[src/rtl/combo_lock_param.sv]
// combo_lock_param: parametrised digit combination lock with reprogramming, timed lockout
// and six active-low 7-segment status displays.
module combo_lock_param #(
  parameter int CODE_LEN = 6,
  parameter logic [CODE_LEN*4-1:0] INIT_CODE = 24'h511748,
  parameter int MAX_FAILS = 3,
  parameter int LOCKOUT_CYCLES = 16
) (
  input  logic clk,
  input  logic rst,
  input  logic digit_valid,
  input  logic [3:0] digit,
  input  logic clear,
  input  logic prog,
  output logic unlocked,
  output logic locked_out,
  output logic [$clog2(MAX_FAILS+1)-1:0] fail_cnt,
  output logic [6:0] hex0,
  output logic [6:0] hex1,
  output logic [6:0] hex2,
  output logic [6:0] hex3,
  output logic [6:0] hex4,
  output logic [6:0] hex5
);
  localparam int W = CODE_LEN * 4;
  localparam int FW = $clog2(MAX_FAILS + 1);
  localparam int TW = $clog2(LOCKOUT_CYCLES + 1);
  localparam logic [6:0] BLANK = 7'h7F;
  typedef enum logic [2:0] {ENTER, OPEN, CLOSED, LOCKOUT, PROG} state_t;
  state_t state, state_d;
  logic [2:0] idx;
  logic bad, last_vld, ill, miss, last_dig;
  logic [W-1:0] code, shadow;
  logic [TW-1:0] timer;
  logic [3:0] last, nib;
  logic [FW-1:0] fail_inc;
  function automatic logic [6:0] seg(input logic [3:0] v);
    case (v)
      4'd0: seg = 7'h40;
      4'd1: seg = 7'h79;
      4'd2: seg = 7'h24;
      4'd3: seg = 7'h30;
      4'd4: seg = 7'h19;
      4'd5: seg = 7'h12;
      4'd6: seg = 7'h02;
      4'd7: seg = 7'h78;
      4'd8: seg = 7'h00;
      4'd9: seg = 7'h18;
      default: seg = 7'h2F;
    endcase
  endfunction
  // First code digit lives in the most significant nibble.
  always_comb begin
    nib = 4'(code >> (4 * (CODE_LEN - 1 - int'(idx))));
    ill = digit > 4'd9;
    miss = bad || ill || digit != nib;
    last_dig = int'(idx) == CODE_LEN - 1;
    fail_inc = fail_cnt == FW'(MAX_FAILS) ? fail_cnt : fail_cnt + FW'(1);
  end
  always_ff @(posedge clk or posedge rst)
    if (rst) state <= ENTER;
    else state <= state_d;
  always_comb begin
    state_d = state;
    case (state)
      ENTER: if (!clear && digit_valid && last_dig)
        state_d = !miss ? OPEN : fail_inc == FW'(MAX_FAILS) ? LOCKOUT : CLOSED;
      CLOSED: if (clear) state_d = ENTER;
      OPEN: state_d = clear ? ENTER : prog ? PROG : OPEN;
      PROG: if (clear || (digit_valid && ill)) state_d = OPEN;
        else if (digit_valid && last_dig) state_d = ENTER;
      LOCKOUT: if (timer == TW'(1)) state_d = ENTER;
      default: state_d = ENTER;
    endcase
  end
  // Any state change or clear starts the next view with an empty last-digit display.
  always_ff @(posedge clk or posedge rst)
    if (rst) begin
      idx <= '0;
      bad <= 1'b0;
      code <= INIT_CODE;
      shadow <= '0;
      timer <= '0;
      last <= '0;
      last_vld <= 1'b0;
      fail_cnt <= '0;
    end else begin
      if (clear || state_d != state) last_vld <= 1'b0;
      case (state)
        ENTER:
          if (clear) begin
            idx <= '0;
            bad <= 1'b0;
          end else if (digit_valid) begin
            last <= digit;
            last_vld <= !last_dig;
            idx <= last_dig ? '0 : idx + 3'd1;
            bad <= !last_dig && miss;
            if (last_dig) fail_cnt <= miss ? fail_inc : '0;
            if (state_d == LOCKOUT) timer <= TW'(LOCKOUT_CYCLES);
          end
        OPEN: if (prog) idx <= '0;
        PROG:
          if (clear || (digit_valid && ill)) idx <= '0;
          else if (digit_valid) begin
            shadow <= W'({shadow, digit});
            last <= digit;
            last_vld <= !last_dig;
            idx <= last_dig ? '0 : idx + 3'd1;
            if (last_dig) code <= W'({shadow, digit});
          end
        LOCKOUT: begin
          timer <= timer - TW'(1);
          if (state_d == ENTER) fail_cnt <= '0;
        end
        default: ;
      endcase
    end
  always_comb begin
    {hex5, hex4, hex3, hex2, hex1, hex0} = {6{BLANK}};
    unlocked = state == OPEN;
    locked_out = state == LOCKOUT;
    case (state)
      ENTER: begin
        hex0 = last_vld ? seg(last) : BLANK;
        hex5 = seg({1'b0, idx});
      end
      OPEN: {hex3, hex2, hex1, hex0} = {7'h40, 7'h0C, 7'h06, 7'h48};
      CLOSED: {hex5, hex4, hex3, hex2, hex1, hex0} = {7'h46, 7'h47, 7'h40, 7'h12, 7'h06, 7'h21};
      LOCKOUT: begin
        {hex5, hex4, hex3} = {7'h47, 7'h40, 7'h46};
        hex0 = seg(4'(fail_cnt));
      end
      PROG: begin
        {hex5, hex4} = {7'h0C, 7'h2F};
        hex1 = seg({1'b0, idx});
        hex0 = last_vld ? seg(last) : BLANK;
      end
      default: ;
    endcase
  end
endmodule
[config.mk]
export PLATFORM = sky130hd
export DESIGN_NAME = combo_lock_param
export DESIGN_NICKNAME = d
export VERILOG_FILES = /design/src/rtl/combo_lock_param.sv
export SDC_FILE = /design/constraint.sdc
export NUM_CORES = 1
export LEC_CHECK = 0
export BUFFER_PORTS_ARGS = -buffer_cell sky130_fd_sc_hd__buf_2
export CORE_ASPECT_RATIO = 0.5
export CORE_MARGIN = 3
export CORE_UTILIZATION = 55
export DETAILED_ROUTE_END_ITERATION = 6
export PLACE_DENSITY = 0.77
export SLEW_MARGIN = 20
export SYNTH_ARGS = -nofsm -noshare
export SYNTH_HDL_FRONTEND = slang
export SYNTH_SLANG_ARGS = --single-unit
export TNS_END_PERCENT = 50
[constraint.sdc]
create_clock -name clk -period 3 [get_ports clk]
set_input_delay 0.15 -clock clk [delete_from_list [all_inputs] [get_ports clk]]
set_output_delay 0.15 -clock clk [all_outputs]
set_load 0.05 [all_outputs]
==> results of run 1 <==
[critical path, cell delays in order (launching register included)]
cell and delay (ns):
dfrtp_1 0.39, ha_1 0.45, mux2_2 0.38, a311oi_1 0.36
mux2i_1 0.32, nand4_4 0.20, a221o_1 0.36
[cell type report]
| class | count | area, µm² | share of cell area |
|---|---|---|---|
| clock buffer | 9 | 225 | 0.0519 |
| tap | 88 | 110 | 0.0254 |
| timing repair buffer | 61 | 328 | 0.0755 |
| inverter | 17 | 63.8 | 0.0147 |
| multi-input combinational | 268 | 1950 | 0.448 |
| sequential | 63 | 1590 | 0.366 |
| clock inverter | 7 | 80.1 | 0.0184 |
[how the worst min path moves through the flow]
stage | start | to | cells after the start
4_1_cts | prog | state[2] | 3
6_report | digit[0] | last[0] | 3
3_5_place_dp | rst | last[2] | 2
5_1_grt | prog | state[2] | 3
2_1_floorplan | digit[0] | last[0] | 2
3_3_place_gp | rst | shadow[10] | 2
[power groups by stage]
| stage | registers [mW] | clock network, mW | logic, mW |
|---|---|---|---|
| floorplan | 0.899 | 0 | 0.246 |
| global placement | 0.911 | 0 | 0.294 |
| detailed placement | 0.913 | 0 | 0.302 |
| CTS | 0.898 | 1.07 | 0.304 |
| global route | 0.902 | 1.11 | 0.334 |
| finish | 0.899 | 1.05 | 0.304 |
[state kept, by name (all words and copies together) (netlist names)]
name      cells
last          4
code         24
shadow       20
last_vld      1
timer         5
state         3
fail_cnt      2
idx           3
bad           1
[cell families after synthesis]
| logic type | synth area share |
|---|---|
| adder cells (fa/ha/maj) | 0.0429 |
| XOR/XNOR | 0.0159 |
| multiplexers | 0.186 |
| AND/OR/NAND/NOR | 0.153 |
| AO/OA/AOI/OAI | 0.115 |
| buffers and inverters | 0.0671 |
| other | 0.000990 |
| flip-flops | 0.419 |
[metal layers]
layer	track usage	vias up	wire length [µm]
met3	0.0575	12	524
met2	0.348	126	3850
met5	0	-	0
met4	0.0648	0	83
li1	-	1402	-
met1	0.307	1415	3920
[per-stage QoR]
stage	total power [mW]	cells	hold WS (ns)	cell area, µm²	util
final	2.26	513	0.135	4340	0.683
after global routing	2.35	513	0.148	4340	0.683
after floorplan	1.15	378	0.267	3790	-
after detailed placement	1.21	496	0.292	4030	0.633
after global placement	1.20	496	0.275	4030	0.633
after CTS	2.27	513	0.133	4340	0.683
[placed cells by master (no fill, tap or decap), types with 4 or more instances in the layout]
| cell type | instances |
|---|---|
| a21oi_1 | 22 |
| buf_2 | 53 |
| buf_4 | 7 |
| clkbuf_16 | 9 |
| dfrtp_1 | 54 |
| dfstp_2 | 9 |
| ha_1 | 13 |
| inv_1 | 15 |
| mux2_2 | 45 |
| mux2i_1 | 14 |
| nand2_1 | 23 |
| nand2b_1 | 4 |
| nand3b_1 | 5 |
| nor2_1 | 45 |
| nor2b_1 | 6 |
| nor3_1 | 8 |
| nor4_1 | 5 |
| o21ai_0 | 20 |
==> flow_metrics.tcl, run 1 <==
set metrics [dict create \
    cts.htree.levels 3 \
    syn2layout_area_growth_pct 14.6 \
    drt-pass1-iter-count 5 \
    synth_fp_nets 400 \
    gp_congestion 0.936 \
    crit_start "idx[2]" \
    grt_pass1_wl_um 13900 \
    ctsHoldBuffers 1 \
    layout.nets 442 \
    pwr-share-seq 0.398 \
    clk-insertion-delay-late_ns 0.32 \
    max_slew_margin 0.532 \
    critical_path_arrival_ns 2.79 \
    n_antenna_cell 0 \
    fin_ws_ns 0.421 \
    yosys.area.top_type "dfrtp_1" \
    syn_inst 378 \
    initial_core_util 0.596 \
    via_per_inst 5.76 \
    yosys.cell_count.top_type "dfrtp_1" \
    wl_per_cell_um 16.3 \
    cts_buffer_depth 2 \
    synthArstFlopShare 1.00 \
    drive_gt1_frac 0.341 \
    drc 0 \
    required_ns 3.21 \
    grt_antenna_before_repair 0 \
    tns_ns 0 \
    intPower_mw 1.61 \
    ys_seq_area_frac 0.419 \
    final_hold_viol_count 0 \
    yosys-top-cells-area "dfrtp_1, mux2_2, dfstp_2" \
    rsz0062_at_grt "false" \
    portBuffers 53 \
    cts-resized-gates 0 \
    p_sw_uw 642 \
    drt_iter0_drc 361 \
    core_um2 6360 \
    setup_viol 0 \
    timing.final.crit_period_ns 2.58 \
    synth_top_area_share 0.357 \
    grt_pass1_vias 2852 \
    clkPwrFrac 0.467 \
    die_x_um 123 \
    ys.flop_type "dfrtp_1" \
    fin_crit_sh 0.860 \
    die_h_um 64.7 \
    yosys_warnings 0 \
    ys_ff_latch 63 \
    rr_startpoint "idx[2]" \
    cp-end-kind "register" \
    tightest_slew_ns 0.700 \
    peakVddDrop_uv 310 \
    swShare 0.284 \
    cts_buffers 9 \
    fin_skew_ns 0.00603 \
    num-fill-cells 478 \
    critPathCapture "state[1]" \
    grt-ovfl-total 0 \
    cts.clk_slew.worst_paths_ns 0.06 \
    power.density_nw_per_um2 520 \
    vias 2955 \
    path_class "reg2reg" \
    die-area_um2 7980 \
    slew_viol_final 0 \
    drtAntennaViolNets 0 \
    hold_class "in2reg" \
    leakage_nw 2.02 \
    tritoncts "done" \
    regToRegEndpoint "state[1]" \
    r2r_cells 6 \
    ys_types 58 \
    combPwrFrac 0.135 \
    numClockSinks 63 \
    synth_edf_count 0 \
    cts_root_buffer "clkbuf_16" \
    dp_hpwl_um 5770 \
    synthTopCellsByCount "dfrtp_1, mux2_2, nor2_1" \
    post_cts_buffers 0 \
    ios 55 \
    drv_cap 0 \
    fmax_ghz 0.388 \
    rows 20 \
    path_max_fanout 10 \
    grt_max_degree 33 \
    grtUsageTotal 0.223 \
    drt_wl_total_um 8380 \
    syn-cell-area_um2 3790 \
    syn_avg_cell_area_um2 10.0 \
    pre_cts_ws_ns 0.482 \
    status "complete, no violations" \
    startpoint_type "register" \
    regToRegSetupSlack_ns 0.42 \
]
Power figures use the tool's default switching activity.
==> inputs of run 2 (changes only) <==
CORE_MARGIN = not set   (was 3)
==> run 2 against run 1 <==
First-iteration DRC count is 3.9% lower; worst setup slack lost 0.10 ns; sequential power about the same; critical path depth unchanged; non-clock buffer count increased by 1; cell area up 0.37%; register-to-register slack got worse by 0.10 ns; clock skew grew 0.0022 ns; sequential share of layout area decreased by 0.14 points; count of clock-buffer cells in the layout is 2 higher.
==> flow_metrics.tcl, run 2 (synthesis results as in run 1) <==
set metrics [dict create \
    status "complete, no violations" \
    grt_pass1_wl_um 13800 \
    final_common_cell "dfrtp_1" \
    cts_buffer_depth 2 \
    via_per_inst 5.64 \
    die_h_um 60.7 \
    ios 55 \
    grt-ovfl-total 0 \
    rows 20 \
    syn2layout_area_growth_pct 15.0 \
    drv_cap 0 \
    startpoint_type "register" \
    timing.hold.ws_ns 0.136 \
    crit_path_top_delay_cell "ha_1" \
    grt_pass1_vias 2737 \
    gp_congestion 0.864 \
    cp-end-kind "register" \
    fmax_ghz 0.373 \
    grt_antenna_before_repair 0 \
    top_register "code" \
    instances_no_fill 514 \
    leakage_nw 2.03 \
    reg_top3 "code: 24 flops, shadow: 20 flops, timer: 5 flops" \
    drt-pass1-iter-count 4 \
    core_um2 6360 \
    critical_path_arrival_ns 2.88 \
    peakVddDrop_uv 361 \
    max_slew_margin 0.597 \
    drt_wl_total_um 8420 \
    hp-start "digit[0]" \
    largest_reg_flops 24 \
    num-fill-cells 473 \
    post_cts_buffers 0 \
    grt_busiest_layer "met2" \
    hold_class "in2reg" \
    fin_crit_sh 0.894 \
    required_ns 3.20 \
    cts_root_buffer "clkbuf_16" \
    critical_path.max_stage_delay_ns 0.46 \
    cts-resized-gates 0 \
    tightest_slew_ns 0.605 \
    setup_viol 0 \
    tritoncts "done" \
    cts_buffers 9 \
    dp_hpwl_um 5740 \
    crit_start "idx[1]" \
    total_power_mw 2.30 \
    power.density_nw_per_um2 528 \
    portBuffers 53 \
    crit_chain "ha_1, mux2_2, a311oi_1, mux2i_1, nand4_4, a221o_1" \
    post-place-cells 497 \
    layout.nets 443 \
    timing.final.crit_period_ns 2.68 \
    use_met2 0.404 \
    tns_ns 0 \
    met1_usage 0.339 \
    vias 2899 \
    wl_per_cell_um 16.4 \
    final_hold_viol_count 0 \
    initial_core_util 0.596 \
    cts.clk_slew.worst_paths_ns 0.06 \
    path_max_fanout 10 \
    fin_skew_ns 0.00827 \
    rr_startpoint "idx[1]" \
    drtAntennaViolNets 0 \
    mostFrequentLayoutCells "dfrtp_1, buf_2, nor2_1, mux2_2, nand2_1" \
    drt_iter0_drc 347 \
    ff_latch_area_um2 1590 \
    grtUsageTotal 0.252 \
    slew_viol_final 0 \
    cts.htree.levels 3 \
    numClockSinks 63 \
    die_x_um 119 \
    drive_gt1_frac 0.338 \
    rsz0062_at_grt "false" \
    n_antenna_cell 0 \
    clk-insertion-delay-late_ns 0.33 \
    die-area_um2 7240 \
    path_class "reg2reg" \
    drc 0 \
    multi_input_area_um2 1950 \
    use_met3 0.0667 \
    grt_max_degree 29 \
]
run 2: changes by cell type in the layout (fill, tap and decap cells not counted):
cell | before | now
clkinv_4 | 1 | 0
clkbuf_1 | 0 | 2
buf_4 | 7 | 8
bufinv_16 | 1 | 2
inv_8 | 1 | 0
inv_6 | 2 | 1
run 2: area by class of cell:
| class | count | area share |
|---|---|---|
| Inverter | 17 | 0.0146 |
| Timing Repair Buffer | 62 | 0.0770 |
| Sequential cell | 63 | 0.364 |
| Multi-Input combinational cell | 268 | 0.447 |
| Tap cell | 88 | 0.0253 |
| Clock inverter | 5 | 0.0187 |
| Clock buffer | 11 | 0.0534 |
run 2: path summary, 6_finish.rpt:
| check | to | slack [ns] | depth (start not counted) |
|---|---|---|---|
| worst max-delay path | state[1] | 0.32 | 6 |
| worst min-delay path | last[0] | 0.14 | 3 |
| worst max register to register | state[1] | 0.32 | 6 |
| worst min register to register | code[19] | 0.50 | 1 |
| max in group asynchronous | code[3] | 1.92 | 4 |
| min in group asynchronous | last[2] | 0.36 | 3 |
run 2: what timing repair did:
item	in CTS	in global routing
hold buffers	1	0
endpoints found under the hold margin	16	0
setup endpoints to repair	0	0
run 2: stage by stage:
step | worst slack (ns) | instance area (µm²) | util
4_1_cts | 0.336 | 4360 | 0.685
2_1_floorplan | 0.123 | 3790 | -
5_1_grt | 0.160 | 4360 | 0.685
6_report | 0.319 | 4360 | 0.685
3_5_place_dp | 0.452 | 4030 | 0.634
3_3_place_gp | 0.477 | 4030 | 0.634
run 2: critical path, delay by kind of cell (launching register included):
family / cells / cell delay, ns
adders and majority gates: 1 / 0.46
AOI/OAI and AO/OA: 2 / 0.78
DFF: 1 / 0.38
muxes: 2 / 0.72
and+or+nand+nor: 1 / 0.22
run 2: where the power goes:
part	leakage, nW	total, mW	internal (mW)	switching (mW)
Sequential	0.816	0.899	0.868	0.0312
Clock	0.150	1.10	0.728	0.367
Combinational	1.06	0.307	0.0944	0.212
run 2: metal layers:
layer  wire [µm]  share of wire  up-vias
met4          94          0.011        0
met2        3830           0.46      106
met1        3980           0.47     1385
met3         516          0.061       10
met5           0              0        -
li1            -              -     1398
